<file path="config.mk">
export PLATFORM = sky130hd
export DESIGN_NAME = hart_mem_arbiter
export DESIGN_NICKNAME = d
export VERILOG_FILES = /design/src/rtl/hart_mem_arbiter_pkg.sv /design/src/rtl/hart_mem_arbiter_arb_watchdog.sv /design/src/rtl/hart_mem_arbiter.sv
export SDC_FILE = /design/constraint.sdc
export NUM_CORES = 1
export LEC_CHECK = 0
export BUFFER_PORTS_ARGS = -buffer_cell sky130_fd_sc_hd__buf_2
export CAP_MARGIN = 15
export CELL_PAD_IN_SITES_DETAIL_PLACEMENT = 0
export CELL_PAD_IN_SITES_GLOBAL_PLACEMENT = 1
export CORE_MARGIN = 2
export CORE_UTILIZATION = 19
export DETAILED_ROUTE_END_ITERATION = 10
export MAX_ROUTING_LAYER = met4
export PLACE_DENSITY_LB_ADDON = 0.1
export SLEW_MARGIN = 25
export SYNTH_ARGS = -nofsm -noshare
export SYNTH_HDL_FRONTEND = slang
export SYNTH_SLANG_ARGS = --single-unit
export TNS_END_PERCENT = 10
</file>
<file path="constraint.sdc">
create_clock -name i_clk -period 2.17 [get_ports i_clk]
set_input_delay 0 -clock i_clk [delete_from_list [all_inputs] [get_ports i_clk]]
set_output_delay 0 -clock i_clk [all_outputs]
set_load 0.005 [all_outputs]
</file>
<file path="src/rtl/hart_mem_arbiter_pkg.sv">
// Shared definitions for the HART memory arbiter: grant-state encoding and
// the size code driven on the bus for instruction fetches.
package hart_mem_arbiter_pkg;

    typedef enum logic [1:0] {
        IDLE  = 2'd0,
        GNT_I = 2'd1,
        GNT_D = 2'd2
    } arb_state_t;

    // Fetches are always full 32-bit words.
    localparam logic [2:0] FETCH_F3 = 3'b010;

endpackage

</file>
<file path="src/rtl/hart_mem_arbiter_arb_watchdog.sv">
// Transfer watchdog: counts grant cycles without bus completion and flags
// expiry when the count reaches TIMEOUT (TIMEOUT=0 never expires).
// Ports:
//   clk, rst  - clock, async active-high reset
//   clear     - hold counter at zero (no transfer in flight)
//   enable    - a transfer is granted this cycle
//   ready     - bus completed this cycle (wins over expiry)
//   expire_c  - combinational expiry pulse for the granted transfer
module arb_watchdog #(
    parameter int unsigned TIMEOUT = 255
) (
    input  logic clk,
    input  logic rst,
    input  logic clear,
    input  logic enable,
    input  logic ready,
    output logic expire_c
);

    localparam int unsigned CNT_W = (TIMEOUT == 0) ? 1 : $clog2(TIMEOUT + 1);
    localparam logic [CNT_W-1:0] LIMIT = CNT_W'(TIMEOUT);

    logic [CNT_W-1:0] count_q;
    logic             at_limit;

    assign at_limit = (TIMEOUT != 0) && (count_q == LIMIT);
    assign expire_c = enable & ~ready & at_limit;

    // Wait counter; saturates at the limit so it never wraps into a false match.
    always_ff @(posedge clk or posedge rst) begin
        if (rst) begin
            count_q <= '0;
        end else if (clear) begin
            count_q <= '0;
        end else if (enable && !ready && !at_limit) begin
            count_q <= count_q + CNT_W'(1);
        end
    end

endmodule

</file>
<file path="src/rtl/hart_mem_arbiter.sv">
// Round-robin arbiter sharing one memory bus between the HART instruction
// fetch port and data port. A grant is held until the bus signals ready or
// the watchdog expires; bus payload is muxed live from the granted requester.
// Ports:
//   i_clk, i_rst                 - clock, async active-high reset
//   i_IC_DataReq, i_IM_Addr      - fetch request / address
//   o_IM_Instr, o_IC_MemReady    - fetch data / completion pulse
//   i_DM_MemRead, i_DM_Wen, i_DM_Addr, i_DM_WriteData, i_DM_f3 - data request
//   o_DM_ReadData, o_DM_data_ready - load data / completion pulse
//   o_BUS_*                      - granted transfer towards memory
//   i_BUS_ReadData, i_BUS_Ready  - memory response
//   o_err                        - watchdog termination pulse
module hart_mem_arbiter
    import hart_mem_arbiter_pkg::*;
#(
    parameter int unsigned ADDR_W  = 32,
    parameter int unsigned DATA_W  = 32,
    parameter int unsigned TIMEOUT = 255
) (
    input  logic              i_clk,
    input  logic              i_rst,
    input  logic              i_IC_DataReq,
    input  logic [ADDR_W-1:0] i_IM_Addr,
    output logic [DATA_W-1:0] o_IM_Instr,
    output logic              o_IC_MemReady,
    input  logic              i_DM_MemRead,
    input  logic              i_DM_Wen,
    input  logic [ADDR_W-1:0] i_DM_Addr,
    input  logic [DATA_W-1:0] i_DM_WriteData,
    input  logic [2:0]        i_DM_f3,
    output logic [DATA_W-1:0] o_DM_ReadData,
    output logic              o_DM_data_ready,
    output logic              o_BUS_Req,
    output logic              o_BUS_Wen,
    output logic [ADDR_W-1:0] o_BUS_Addr,
    output logic [DATA_W-1:0] o_BUS_WriteData,
    output logic [2:0]        o_BUS_f3,
    input  logic [DATA_W-1:0] i_BUS_ReadData,
    input  logic              i_BUS_Ready,
    output logic              o_err
);

    arb_state_t state_q, state_d;
    logic       last_data_q, last_data_d;   // 1: data port won the last grant
    logic       bus_req_q;
    logic       dm_req;
    logic       granted;
    logic       expire_c;
    logic       done;

    assign dm_req    = i_DM_MemRead | i_DM_Wen;
    assign granted   = (state_q != IDLE);
    assign done      = i_BUS_Ready | expire_c;
    assign o_BUS_Req = bus_req_q;
    assign o_err     = expire_c;

    arb_watchdog #(
        .TIMEOUT (TIMEOUT)
    ) u_watchdog (
        .clk      (i_clk),
        .rst      (i_rst),
        .clear    (!granted),
        .enable   (granted),
        .ready    (i_BUS_Ready),
        .expire_c (expire_c)
    );

    // State, fairness flag and registered bus request.
    always_ff @(posedge i_clk or posedge i_rst) begin
        if (i_rst) begin
            state_q     <= IDLE;
            last_data_q <= 1'b1;
            bus_req_q   <= 1'b0;
        end else begin
            state_q     <= state_d;
            last_data_q <= last_data_d;
            bus_req_q   <= (state_d != IDLE);
        end
    end

    // Next-state, completion pulses and live bus mux.
    always_comb begin
        state_d         = state_q;
        last_data_d     = last_data_q;
        o_BUS_Wen       = 1'b0;
        o_BUS_Addr      = '0;
        o_BUS_WriteData = '0;
        o_BUS_f3        = '0;
        o_IM_Instr      = '0;
        o_DM_ReadData   = '0;
        o_IC_MemReady   = 1'b0;
        o_DM_data_ready = 1'b0;

        case (state_q)
            IDLE: begin
                if (i_IC_DataReq && dm_req) begin
                    state_d = last_data_q ? GNT_I : GNT_D;
                end else if (i_IC_DataReq) begin
                    state_d = GNT_I;
                end else if (dm_req) begin
                    state_d = GNT_D;
                end
            end
            GNT_I: begin
                o_BUS_Addr    = i_IM_Addr;
                o_BUS_f3      = FETCH_F3;
                o_IC_MemReady = done;
                // A watchdog termination returns zero instead of bus data.
                if (!expire_c) begin
                    o_IM_Instr = i_BUS_ReadData;
                end
                if (done) begin
                    state_d     = IDLE;
                    last_data_d = 1'b0;
                end
            end
            GNT_D: begin
                o_BUS_Wen       = i_DM_Wen;
                o_BUS_Addr      = i_DM_Addr;
                o_BUS_WriteData = i_DM_WriteData;
                o_BUS_f3        = i_DM_f3;
                o_DM_data_ready = done;
                if (!expire_c) begin
                    o_DM_ReadData = i_BUS_ReadData;
                end
                if (done) begin
                    state_d     = IDLE;
                    last_data_d = 1'b1;
                end
            end
            default: begin
                state_d = IDLE;
            end
        endcase
    end

endmodule

</file>
==> results of run 1 <==
cells in the final DEF, fill, tap and decap left out, types with 2 or more instances in the layout:
master	netlist	layout
dfrtp_1	11	11
inv_1	6	6
buf_4	0	4
a32oi_1	2	2
nor2b_4	2	2
clkbuf_8	0	3
a21oi_1	4	4
nor2b_1	36	36
nor2_1	8	8
o31ai_1	2	2
and2_1	95	95
ha_1	5	4
and2_2	4	4
xnor2_1	2	2
nor3_1	2	2
nand2_1	3	3
o21ai_0	4	4
a22oi_1	32	32
a31oi_1	3	3
a211oi_1	2	2
buf_2	2	272
buf_12	0	2
report_power, final:
group | switching (mW) | leakage (nW) | internal (mW) | total (mW)
clock | 0.0814 | 0.0228 | 0.129 | 0.211
combinational | 1.22 | 1.85 | 1.21 | 2.43
sequential | 0.0436 | 0.159 | 0.284 | 0.327
total | 1.35 | 2.04 | 1.63 | 2.97
synth_stat cells (2+ instances only):
| library cell | instances |
|---|---|
| and2_1 | 95 |
| nor2b_1 | 36 |
| a22oi_1 | 32 |
| clkbuf_1 | 15 |
| dfrtp_1 | 11 |
| nor2_1 | 8 |
| buf_6 | 7 |
| inv_1 | 6 |
| ha_1 | 5 |
| a21oi_1 | 4 |
| and2_2 | 4 |
| o21ai_0 | 4 |
| a31oi_1 | 3 |
| nand2_1 | 3 |
| a211oi_1 | 2 |
| a32oi_1 | 2 |
| buf_2 | 2 |
| nor2b_4 | 2 |
| nor3_1 | 2 |
| o31ai_1 | 2 |
| xnor2_1 | 2 |
cell families (layout without fill, tap and decap cells):
logic type               count (synthesis)  count (layout)  share of synthesized area, %
AND/OR/NAND/NOR                        159             159                          50.7
multiplexers                             1               1                         0.504
buffers and inverters                   30             289                          8.44
flip-flops                              12              12                          15.2
XOR/XNOR                                 2               2                         0.882
adder cells (fa/ha/maj)                  5               5                          3.15
AO/OA/AOI/OAI                           54              54                          21.2
stage by stage:
| step | area, um^2 | instances | setup slack [ns] | hold slack, ns |
|---|---|---|---|---|
| 3_5_place_dp | 3450 | 653 | 0.439 | 0.0488 |
| 3_3_place_gp | 3450 | 653 | 0.442 | 0.0465 |
| 4_1_cts | 3500 | 658 | 0.170 | 0.153 |
| 6_report | 3500 | 658 | 0.193 | 0.158 |
| 5_1_grt | 3500 | 658 | 0.0527 | 0.221 |
| 2_1_floorplan | 1990 | 263 | 0.660 | -0.136 |
layout make-up:
type,instances,area (um^2),share of cell area (%)
clock buffer,4,45.0,1.29
inverter,6,22.5,0.643
multi-input combinational,221,1520,43.4
sequential,12,302,8.61
tap,136,170,4.86
timing repair buffer,279,1440,41.2
per-layer routing:
layer / vias to the layer above / track usage, %
met1: 1237 / 17.3
li1: 1400 / -
met2: 138 / 30.1
met4: 0 / 3.29
met3: 14 / 5.21
met5: - / -
state kept, by name (all words and copies together) (netlist names):
| signal | count |
|---|---|
| last_data_q | 1 |
| o_BUS_Req | 1 |
| state_q | 2 |
| u_watchdog.count_q | 8 |
critical path, cell delays in order (launching register included):
cell and delay (ns):
dfrtp_1 0.38, ha_1 0.26, and4b_4 0.29, and3_4 0.23, nor2b_4 0.04, buf_4 0.20, and2_2 0.21, buf_2 0.12
timing repair:
item,CTS,global route
hold buffers,1,0
gates resized for setup,0,0
hold endpoints to repair,11,0
worst min path at each step:
stage                       endpoint  cells after the start  slack [ns]
4_1_cts                   state_q[0]                      5        0.15
3_5_place_dp   u_watchdog.count_q[5]                      2        0.05
3_3_place_gp   u_watchdog.count_q[7]                      2        0.05
2_1_floorplan              o_BUS_Req                      1       -0.14
5_1_grt                   state_q[1]                      4        0.22
6_report                  state_q[0]                      5        0.16
==> metrics.md, run 1 <==
| Metric | Value |
|---|---|
| Pins Over Slew Limit | `0` |
| Reg2reg path depth | `5` |
| Sequential area share after synthesis | `between 10% and 20%` |
| Hold WC Path Type | `input pin to register` |
| Starting DRT DRC Count | `117` |
| Post-CTS setup buffers | `0` |
| Dominant cell type by area after synthesis | `and2_1` |
| Final setup violation count | `0` |
| GRT Overall Usage | `~16%` |
| Final #Nets | `roughly 670` |
| First-pass DRT Iterations | `4` |
| Final HPWL DP | `around 8.6 mm` |
| Min cycle time layout | `~2.0 ns` |
| Cts bufs inserted | `3` |
| Min-delay src | `i_IC_DataReq` |
| Syn nets | `405` |
| Area Overhead vs Synth | `76.2%` |
| Global-route wire length before repair | `between 10 and 15 mm` |
| Met3 wire length | `970 um` |
| Mapped Avg Cell Area | `between 7 and 8 um^2` |
| Synthesized area | `approximately 2000 um^2` |
| Core Rows | `37` |
| Synth area leaders | `and2_1 (30%), dfrtp_1 (14%), a22oi_1 (12%)` |
| Reg2reg setup slack | `between 0.4 and 0.5 ns` |
| Critical Path Sink Type | `output pin` |
| DIE AREA | `around 11000 um^2` |
| CTS root buf | `clkbuf_8` |
| Ports | `roughly 270` |
| Reg2reg end | `o_BUS_Req` |
| Synth unique cells | `37` |
| Leak Pwr | `2.04 nW` |
| Kind of critical path | `register to output pin` |
| Detailed Route WL | `10.1 mm` |
| Clock slew at reported path FFs | `0.05 ns` |
| Number of fill cells in the layout | `roughly 1200` |
| Antenna-violating nets left | `0` |
| Worst VDD drop | `0.393 mV` |
| Drt drc | `0` |
| Fraction of final layout cells sized beyond drive strength 1 | `a little under three fifths` |
| Wirelength per Cell | `15.4 um` |
| Critical path startpoint | `u_watchdog.count_q[0]` |
| Layout Utilization | `between 30% and 40%` |
| Met1 WL | `~3.7 mm` |
| Measured slew at the worst slew-check pin | `between 0.4 and 0.5 ns` |
| Worst-Skew Late Latency | `between 0.2 and 0.25 ns` |
| ANT cells | `0` |
| FMAX | `506 MHz` |
| Die H | `106 um` |
| Flops & latches, synth | `12` |
| Reg2reg start | `u_watchdog.count_q[0]` |
| H-tree depth | `1` |
| Largest net degree at the start of global routing | `65` |
| Vias | `between 2000 and 3000` |
| Initial antenna violation count | `0` |
| Overflow after GRT | `0` |
| Startpoint types | `register` |
| Max layer used | `met4` |
| Initial Util | `around 19%` |
| TritonCTS clock tree | `done` |
| Max Cap Violations | `0` |
| CTS Sinks | `12` |
| PortBufs | `272` |
| Gate Count Post-Synth | `about 260` |
| Tcrit/Tclk final | `91.1%` |
| Clock tree buffer depth | `2` |
| Core Area | `between 10000 and 15000 um^2` |
| Most used DFF post-synth | `dfrtp_1` |
| Critical Path RT | `between 2 and 2.5 ns` |
| Asr flop ratio synth | `100%` |
| TNS Setup | `0 ns` |
| Ys Warns | `0` |
| Top-area cell type share of the netlist area | `between 20 and 30%` |
| Worst clock skew | `~0.0043 ns` |
| Crit path DAT | `approximately 2.0 ns` |
| DR WL met2 | `~5.2 mm` |
| Crit-path max FO | `32` |
| Worst setup path end | `o_DM_ReadData[31]` |
| Post-synth EDFFs | `0` |
| Die X | `between 100 and 150 um` |
| PnR Total Power | `2.97 mW` |
| Vias per cell | `4.24` |
| RSZ-0062 raised after global routing | `false` |
| Pwr Density | `849 nW/um^2` |
| Outcome | `finished clean` |
| Vias in the first global route | `roughly 2600` |
| RePlAce Congestion | `between 0.7 and 0.8` |
| Final Hold Fails | `0` |
| Relative slew slack | `about two thirds` |
Power figures use the tool's default switching activity.
==> run 2, diff against run 1 <==
--- a/config.mk
+++ b/config.mk
@@ -10,7 +10,7 @@
 export CELL_PAD_IN_SITES_DETAIL_PLACEMENT = 0
 export CELL_PAD_IN_SITES_GLOBAL_PLACEMENT = 1
 export CORE_MARGIN = 2
-export CORE_UTILIZATION = 19
+export CORE_UTILIZATION = 17
 export DETAILED_ROUTE_END_ITERATION = 10
 export MAX_ROUTING_LAYER = met4
 export PLACE_DENSITY_LB_ADDON = 0.1
==> constraint.sdc (replaced) <==
create_clock -name i_clk -period 1.7 [get_ports i_clk]
set_input_delay 0 -clock i_clk [delete_from_list [all_inputs] [get_ports i_clk]]
set_output_delay 0 -clock i_clk [all_outputs]
set_load 0.005 [all_outputs]
==> metrics.md, run 2 (synthesized netlist as in run 1, its figures left out) <==
| Metric | Value |
|---|---|
| Critical Path Max Stage Delay | `0.41 ns (was 0.38 ns)` |
| Core Area | `11400 um^2 (was 10200 um^2)` |
| Outcome | `finished, violations left (was finished clean)` |
| Kind of critical path | `register to output pin (unchanged)` |
| Commonest non-fill, non-tap cell in the layout | `buf_2 (unchanged)` |
| Worst-Skew Late Latency | `0.24 ns (about the same)` |
| Cts bufs inserted | `3 (unchanged)` |
| Core Rows | `39 (was 37)` |
| Worst clock skew | `0.00363 ns (was 0.00433 ns)` |
| Hold WS | `0.160 ns (was 0.158 ns)` |
| CTS root buf | `clkbuf_16 (was clkbuf_8)` |
| CP cell instances | `ha_4 -> and4b_4 -> and3_4 -> nor2b_4 -> buf_12 -> and2_1 -> buf_2 (was ha_1 -> and4b_4 -> and3_4 -> nor2b_4 -> buf_4 -> and2_2 -> buf_2)` |
| Critical Path RT | `1.70 ns (was 2.17 ns)` |
| Vias | `2858 (was 2789)` |
| Reg2reg start | `u_watchdog.count_q[0] (unchanged)` |
| Layout Cells excl Fill | `673 (was 658)` |
| CTS Sinks | `12 (unchanged)` |
| Crit path DAT | `1.78 ns (was 1.98 ns)` |
| Most frequent cells in the layout | `buf_2 (271), and2_1 (94), nor2b_1 (35), a22oi_1 (32), dfrtp_1 (11) (was buf_2 (272), and2_1 (95), nor2b_1 (36), a22oi_1 (32), dfrtp_1 (11))` |
| Slowest-stage cell, CP | `dfrtp_1 (unchanged)` |
| Max Cap Violations | `0 (unchanged)` |
| Critical path buffer and inverter count | `2 (unchanged)` |
| Post-route worst setup slack | `-0.0828 ns (was 0.193 ns)` |
| Area Overhead vs Synth | `85.4% (was 76.2%)` |
| Clock network power share | `11.5% (was 7.1%)` |
| Leak Pwr | `2.11 nW (was 2.04 nW)` |
| Layout Utilization | `32.3% (was 34.2%)` |
| Ports | `273 (unchanged)` |
| Clock slew at reported path FFs | `0.05 ns (about the same)` |
| Register Area | `302 um^2 (unchanged)` |
| Vias per cell | `4.25 (was 4.24)` |
| Worst VDD drop | `0.495 mV (was 0.393 mV)` |
| GRT Overall Usage | `15.3% (was 16.4%)` |
| Sw Share | `42.2% (was 45.3%)` |
| Initial Util | `17.4% (was 19.4%)` |
| PortBufs | `272 (unchanged)` |
| RePlAce Congestion | `0.816 (was 0.786)` |
| Cell family with most CP delay | `simple AND/OR/NAND/NOR gates (unchanged)` |
| Pins Over Slew Limit | `0 (unchanged)` |
| Vias in the first global route | `2714 (was 2594)` |
| Final setup violation count | `64 (was 0)` |
| Final HPWL DP | `8.32 mm (was 8.56 mm)` |
| Initial antenna violation count | `0 (unchanged)` |
| Comb power frac | `78.9% (was 81.9%)` |
| Multi-input combinational cell area | `1540 um^2 (was 1520 um^2)` |
| Max reg flops | `8 (unchanged)` |
| H-tree depth | `1 (unchanged)` |
| Number of fill cells in the layout | `1270 (was 1159)` |
| Sequential Power Share | `9.6% (was 11.0%)` |
| Biggest regs | `u_watchdog.count_q (8), state_q (2) (unchanged)` |
| Met1 Usage GRT | `16.0% (was 17.3%)` |
| Clock tree buffer depth | `2 (unchanged)` |
| Wirelength per Cell | `14.9 um (was 15.4 um)` |
| Global Route met3 Usage | `1.89% (was 5.21%)` |
| Final #Nets | `673 (was 665)` |
| Starting DRT DRC Count | `94 (was 117)` |
| ANT cells | `0 (unchanged)` |
| Net switching power | `1.78 mW (was 1.35 mW)` |
| Crit-path max FO | `32 (unchanged)` |
| Detailed Route WL | `10.1 mm (about the same)` |
| Internal | `2.43 mW (was 1.63 mW)` |
| PnR Total Power | `4.21 mW (was 2.97 mW)` |
| Top reg by flops | `u_watchdog.count_q (unchanged)` |
| Design Area, Final | `3680 um^2 (was 3500 um^2)` |
| DIE AREA | `12600 um^2 (was 11300 um^2)` |
| Hold WC Path Type | `input pin to register (unchanged)` |
| First-pass DRT Iterations | `4 (unchanged)` |
| Relative slew slack | `64.8% (was 67.0%)` |
| RSZ-0062 raised after global routing | `true (was false)` |
| Overflow after GRT | `0 (unchanged)` |
| Critical path startpoint | `u_watchdog.count_q[0] (unchanged)` |
| Fraction of final layout cells sized beyond drive strength 1 | `58.3% (was 56.3%)` |
| Final Hold Fails | `0 (unchanged)` |
| Die H | `112 um (was 106 um)` |
| Min cycle time layout | `around 1.8 ns` |
| GRT met2 Usage | `30.4% (was 30.1%)` |
| Global-route wire length before repair | `15.0 mm (was 14.2 mm)` |
| Min-delay src | `i_DM_MemRead (was i_IC_DataReq)` |
| Drt drc | `0 (unchanged)` |
| TritonCTS clock tree | `done (unchanged)` |
| Post-DP Area | `3530 um^2 (was 3450 um^2)` |
| Largest net degree at the start of global routing | `70 (was 65)` |
| Tcrit/Tclk final | `105%` |
| FMAX | `561 MHz` |
| Failing checks | `setup timing` |
| Dpl cells | `665 (was 653)` |
| Pwr Density | `1140 nW/um^2 (was 849 nW/um^2)` |
| Antenna-violating nets left | `0 (unchanged)` |
| Measured slew at the worst slew-check pin | `0.527 ns (was 0.494 ns)` |
| Critical Path Sink Type | `output pin (unchanged)` |
| Grt peak-use layer | `met2 (unchanged)` |
| Startpoint types | `register (unchanged)` |
| Die X | `112 um (was 106 um)` |
run 2: cell count changes in the layout (fill, tap and decap cells not counted), sizes merged:
| cell | change |
|---|---|
| buf | +8 |
run 2: worst paths after layout:
check,to,slack (ns),cells after the start
worst max-delay path,o_IM_Instr[23],-0.08,7
worst min-delay path,state_q[1],0.16,5
worst max register to register,u_watchdog.count_q[1],0.04,6
worst min register to register,last_data_q,0.48,2
max in group asynchronous,last_data_q,1.00,3
min in group asynchronous,u_watchdog.count_q[7],0.34,3
run 2: power by group through the flow:
stage | Combinational [mW] | Sequential [mW] | Clock, mW
6_report | 3.32 | 0.405 | 0.484
2_1_floorplan | 1.84 | 0.412 | 0
3_3_place_gp | 3.40 | 0.400 | 0
5_1_grt | 3.71 | 0.414 | 0.516
3_5_place_dp | 3.36 | 0.402 | 0
4_1_cts | 3.40 | 0.404 | 0.500
run 2: what timing repair did:
action	4_1_cts	5_1_grt
endpoints found under the hold margin	11	0
buffers inserted	3	0
endpoints found under the setup margin	66	83
resized for setup	7	4
hold buffers	1	0
pin swaps	14	3
run 2: per-stage QoR:
step           TNS, ns  setup slack (ns)
4_1_cts          -3.51            -0.112
5_1_grt          -8.28            -0.164
6_report         -2.75           -0.0828
2_1_floorplan        0             0.190
3_5_place_dp         0            0.0400
3_3_place_gp         0            0.0600
run 2: worst reg2reg max path, stage by stage, from the launching register on:
cell     delay [ns]
dfrtp_1        0.41
ha_4           0.18
buf_4          0.14
and3_2         0.25
a21oi_1        0.28
mux2i_1        0.24
nor2_1         0.05
run 2: area by class of cell:
class | instances | area share [%]
Multi-Input combinational cell | 221 | 41.9
Inverter | 6 | 0.611
Sequential cell | 12 | 8.19
Tap cell | 143 | 4.86
Timing Repair Buffer | 287 | 42.1
Clock buffer | 4 | 2.41
run 2: routing by layer:
layer  wire (um)  part of all wire [%]
met5           0                     0
met4         127                   1.3
met3         655                   6.5
met2        5680                    56
met1        3590                    36
==> run 3, diff against run 2 <==
--- a/config.mk
+++ b/config.mk
@@ -17,5 +17,6 @@
 export SLEW_MARGIN = 25
 export SYNTH_ARGS = -nofsm -noshare
 export SYNTH_HDL_FRONTEND = slang
+export SYNTH_HIERARCHICAL = 1
 export SYNTH_SLANG_ARGS = --single-unit
 export TNS_END_PERCENT = 10
==> metrics.md, run 3 <==
| Metric | Value |
|---|---|
| PnR Total Power | `4.98 mW (was 4.21 mW)` |
| Reg2reg path depth | `8 (was 6)` |
| Startpoint types | `register (unchanged)` |
| Final HPWL DP | `8.80 mm (was 8.32 mm)` |
| Outcome | `finished, violations left (unchanged)` |
| RSZ-0062 raised after global routing | `true (unchanged)` |
| TritonCTS clock tree | `done (unchanged)` |
| Vias | `2957 (was 2858)` |
| Ports | `273 (unchanged)` |
| Synth area leaders | `and2_1 (30%), dfrtp_1 (13%), nor2b_1 (12%) (was and2_1 (30%), dfrtp_1 (14%), a22oi_1 (12%))` |
| Worst setup path end | `o_IM_Instr[26] (was o_IM_Instr[23])` |
| Commonest non-fill, non-tap cell in the layout | `buf_2 (unchanged)` |
| Vias in the first global route | `2743 (was 2714)` |
| GRT Overall Usage | `15.7% (was 15.3%)` |
| Mapped Avg Cell Area | `7.65 um^2 (was 7.55 um^2)` |
| CTS Sinks | `12 (unchanged)` |
| Overflow after GRT | `0 (unchanged)` |
| Die H | `114 um (was 112 um)` |
| Worst clock skew | `0.00254 ns (was 0.00363 ns)` |
| FMAX | `558 MHz (was 561 MHz)` |
| Flops & latches, synth | `12 (unchanged)` |
| Core Area | `11900 um^2 (was 11400 um^2)` |
| Drt drc | `0 (unchanged)` |
| Reg2reg setup slack | `-0.05 ns (was 0.04 ns)` |
| Asr flop ratio synth | `100% (unchanged)` |
| Max reg flops | `8 (unchanged)` |
| Leak Pwr | `2.30 nW (was 2.11 nW)` |
| Crit path DAT | `1.79 ns (was 1.78 ns)` |
| Worst-Skew Late Latency | `0.24 ns (about the same)` |
| Global-route wire length before repair | `15.6 mm (was 15.0 mm)` |
| Failing checks | `setup timing (unchanged)` |
| Post-Place Worst Slack | `-0.239 ns (was 0.0400 ns)` |
| Critical Path RT | `1.70 ns (about the same)` |
| Fraction of final layout cells sized beyond drive strength 1 | `63.5% (was 58.3%)` |
| Relative slew slack | `76.4% (was 64.8%)` |
| Synth cell count leaders | `and2_1 (99), nor2b_1 (39), a22oi_1 (32) (was and2_1 (95), nor2b_1 (36), a22oi_1 (32))` |
| Pins Over Slew Limit | `0 (unchanged)` |
| Die X | `114 um (was 112 um)` |
| RePlAce Congestion | `0.749 (was 0.816)` |
| Largest family of logic cells by synthesized area | `simple AND/OR/NAND/NOR gates (unchanged)` |
| Vias per cell | `4.19 (was 4.25)` |
| Ys Warns | `6 (was 0)` |
| Clock tree buffer depth | `2 (unchanged)` |
| Area Overhead vs Synth | `102% (was 85.4%)` |
| Core Rows | `40 (was 39)` |
| Initial antenna violation count | `3 (was 0)` |
| Syn nets | `409 (was 405)` |
| First-pass DRT Iterations | `5 (was 4)` |
| Kind of critical path | `register to output pin (unchanged)` |
| Synth Area in Compound Gates | `18.5% (was 21.2%)` |
| Final #Nets | `699 (was 673)` |
| Critical path startpoint | `u_watchdog/count_q[1] (was u_watchdog.count_q[0])` |
| Top-area cell type share of the netlist area | `30.3% (was 29.9%)` |
| Sequential area share after synthesis | `14.8% (was 15.2%)` |
| Detailed Route WL | `11.1 mm (was 10.1 mm)` |
| Critical Path Sink Type | `output pin (unchanged)` |
| Gate Count Post-Synth | `267 (was 263)` |
| Biggest regs | `u_watchdog/count_q (8), state_q (2) (was u_watchdog.count_q (8), state_q (2))` |
| Hold WC Path Type | `input pin to register (unchanged)` |
| Dominant cell type by area after synthesis | `and2_1 (unchanged)` |
| Pwr Density | `1210 nW/um^2 (was 1140 nW/um^2)` |
| PortBufs | `272 (unchanged)` |
| Initial Util | `17.2% (was 17.4%)` |
| Reg2reg end | `u_watchdog/count_q[3] (was u_watchdog.count_q[1])` |
| Count leader, synth | `and2_1 (unchanged)` |
| Tcrit/Tclk final | `105% (about the same)` |
| Min cycle time layout | `1.79 ns (was 1.78 ns)` |
| Post-route worst setup slack | `-0.0908 ns (was -0.0828 ns)` |
| CTS root buf | `clkbuf_16 (unchanged)` |
| Cts bufs inserted | `3 (unchanged)` |
| Hold WS | `0.0753 ns (was 0.160 ns)` |
| Simple-Gate Fraction of Synth Area | `52.5% (was 50.7%)` |
| Post-synth EDFFs | `0 (unchanged)` |
| Measured slew at the worst slew-check pin | `0.353 ns (was 0.527 ns)` |
| Most used DFF post-synth | `dfrtp_1 (unchanged)` |
| Largest net degree at the start of global routing | `47 (was 70)` |
| H-tree depth | `1 (unchanged)` |
| Reg2reg start | `state_q[0] (was u_watchdog.count_q[0])` |
| Synth unique cells | `41 (was 37)` |
| WHS Path Cells | `3 (was 5)` |
| Most frequent cells in the layout | `buf_2 (251), and2_1 (77), nor2b_1 (38), a22oi_1 (32), buf_6 (24) (was buf_2 (271), and2_1 (94), nor2b_1 (35), a22oi_1 (32), dfrtp_1 (11))` |
| Crit-path max FO | `16 (was 32)` |
| Wirelength per Cell | `15.7 um (was 14.9 um)` |
| Post-Synth XOR/XNOR Area | `0% (was 0.882%)` |
| Max Cap Violations | `0 (unchanged)` |
| Worst VDD drop | `0.498 mV (was 0.495 mV)` |
| Synthesized area | `2040 um^2 (was 1990 um^2)` |
| Post-synthesis mux area share | `2.70% (was 0.504%)` |
| Starting DRT DRC Count | `119 (was 94)` |
| Final setup violation count | `59 (was 64)` |
| Final Hold Fails | `0 (unchanged)` |
| Antenna-violating nets left | `0 (unchanged)` |
| Synthesized-area fraction occupied by adder cells | `3.06% (was 3.15%)` |
| Top reg by flops | `u_watchdog/count_q (was u_watchdog.count_q)` |
| Clock slew at reported path FFs | `0.05 ns (about the same)` |
| DIE AREA | `12900 um^2 (was 12600 um^2)` |
## run 3: critical path, stage by stage (launching register included)
cell,delay (ns)
dfrtp_1,0.36
ha_2,0.19
and4_4,0.22
and3_4,0.30
nor2b_4,0.06
buf_12,0.14
and2_1,0.15
buf_2,0.13
## run 3: layer usage
layer	vias up	global-route usage, %	share of wire [%]
met2	109	28.9	53
met3	10	2.55	5.8
met4	0	3.17	1.4
met5	-	-	0
li1	1486	-	-
met1	1352	17.9	39
## run 3: cell type report
class / count / area (um^2)
Antenna cell: 3 / 7.51
Timing Repair Buffer: 304 / 1800
Inverter: 7 / 26.3
Fill cell: 1325 / 7740
Tap cell: 147 / 184
Clock buffer: 4 / 88.8
Sequential cell: 12 / 302
Multi-Input combinational cell: 229 / 1700
## run 3: logic make-up (layout without fill, tap and decap cells)
logic type / Yosys count / count (layout)
mux: 4 / 4
other cells: 0 / 3
flops: 12 / 12
fa+ha+maj: 5 / 5
simple gates: 169 / 172
compound gates: 48 / 48
buf+inv: 29 / 315
## run 3: worst min path at each step
stage	start	endpoint	slack, ns
after detailed placement	i_rst	o_BUS_Req	-0.09
after CTS	i_DM_MemRead	state_q[1]	0.07
after global placement	i_rst	o_BUS_Req	-0.1
after floorplan	i_rst	o_BUS_Req	-0.23
final	i_DM_MemRead	state_q[1]	0.08
after global routing	i_IC_DataReq	state_q[0]	0.13
## run 3: power by group
| group | internal [mW] | switching (mW) |
|---|---|---|
| Sequential | 0.352 | 0.0310 |
| Combinational | 2.25 | 1.86 |
| Clock | 0.356 | 0.133 |
## run 3: stage by stage
stage | std cells | util (%) | TNS [ns] | area (um^2)
2_1_floorplan | 267 | - | 0 | 2040
3_3_place_gp | 684 | 30.3 | -10.09 | 3590
3_5_place_dp | 684 | 30.3 | -12.11 | 3590
4_1_cts | 701 | 33.1 | -4.42 | 3920
5_1_grt | 706 | 34.7 | -10.81 | 4120
6_report | 706 | 34.7 | -3.66 | 4120
## run 3: timing repair
item / in CTS / in global routing
setup buffers: 9 / 3
gates cloned: 3 / 1
gates resized for setup: 28 / 40
hold endpoints to repair: 12 / 0
hold buffers: 1 / 0
pin swaps: 27 / 21
setup endpoints to repair: 68 / 107
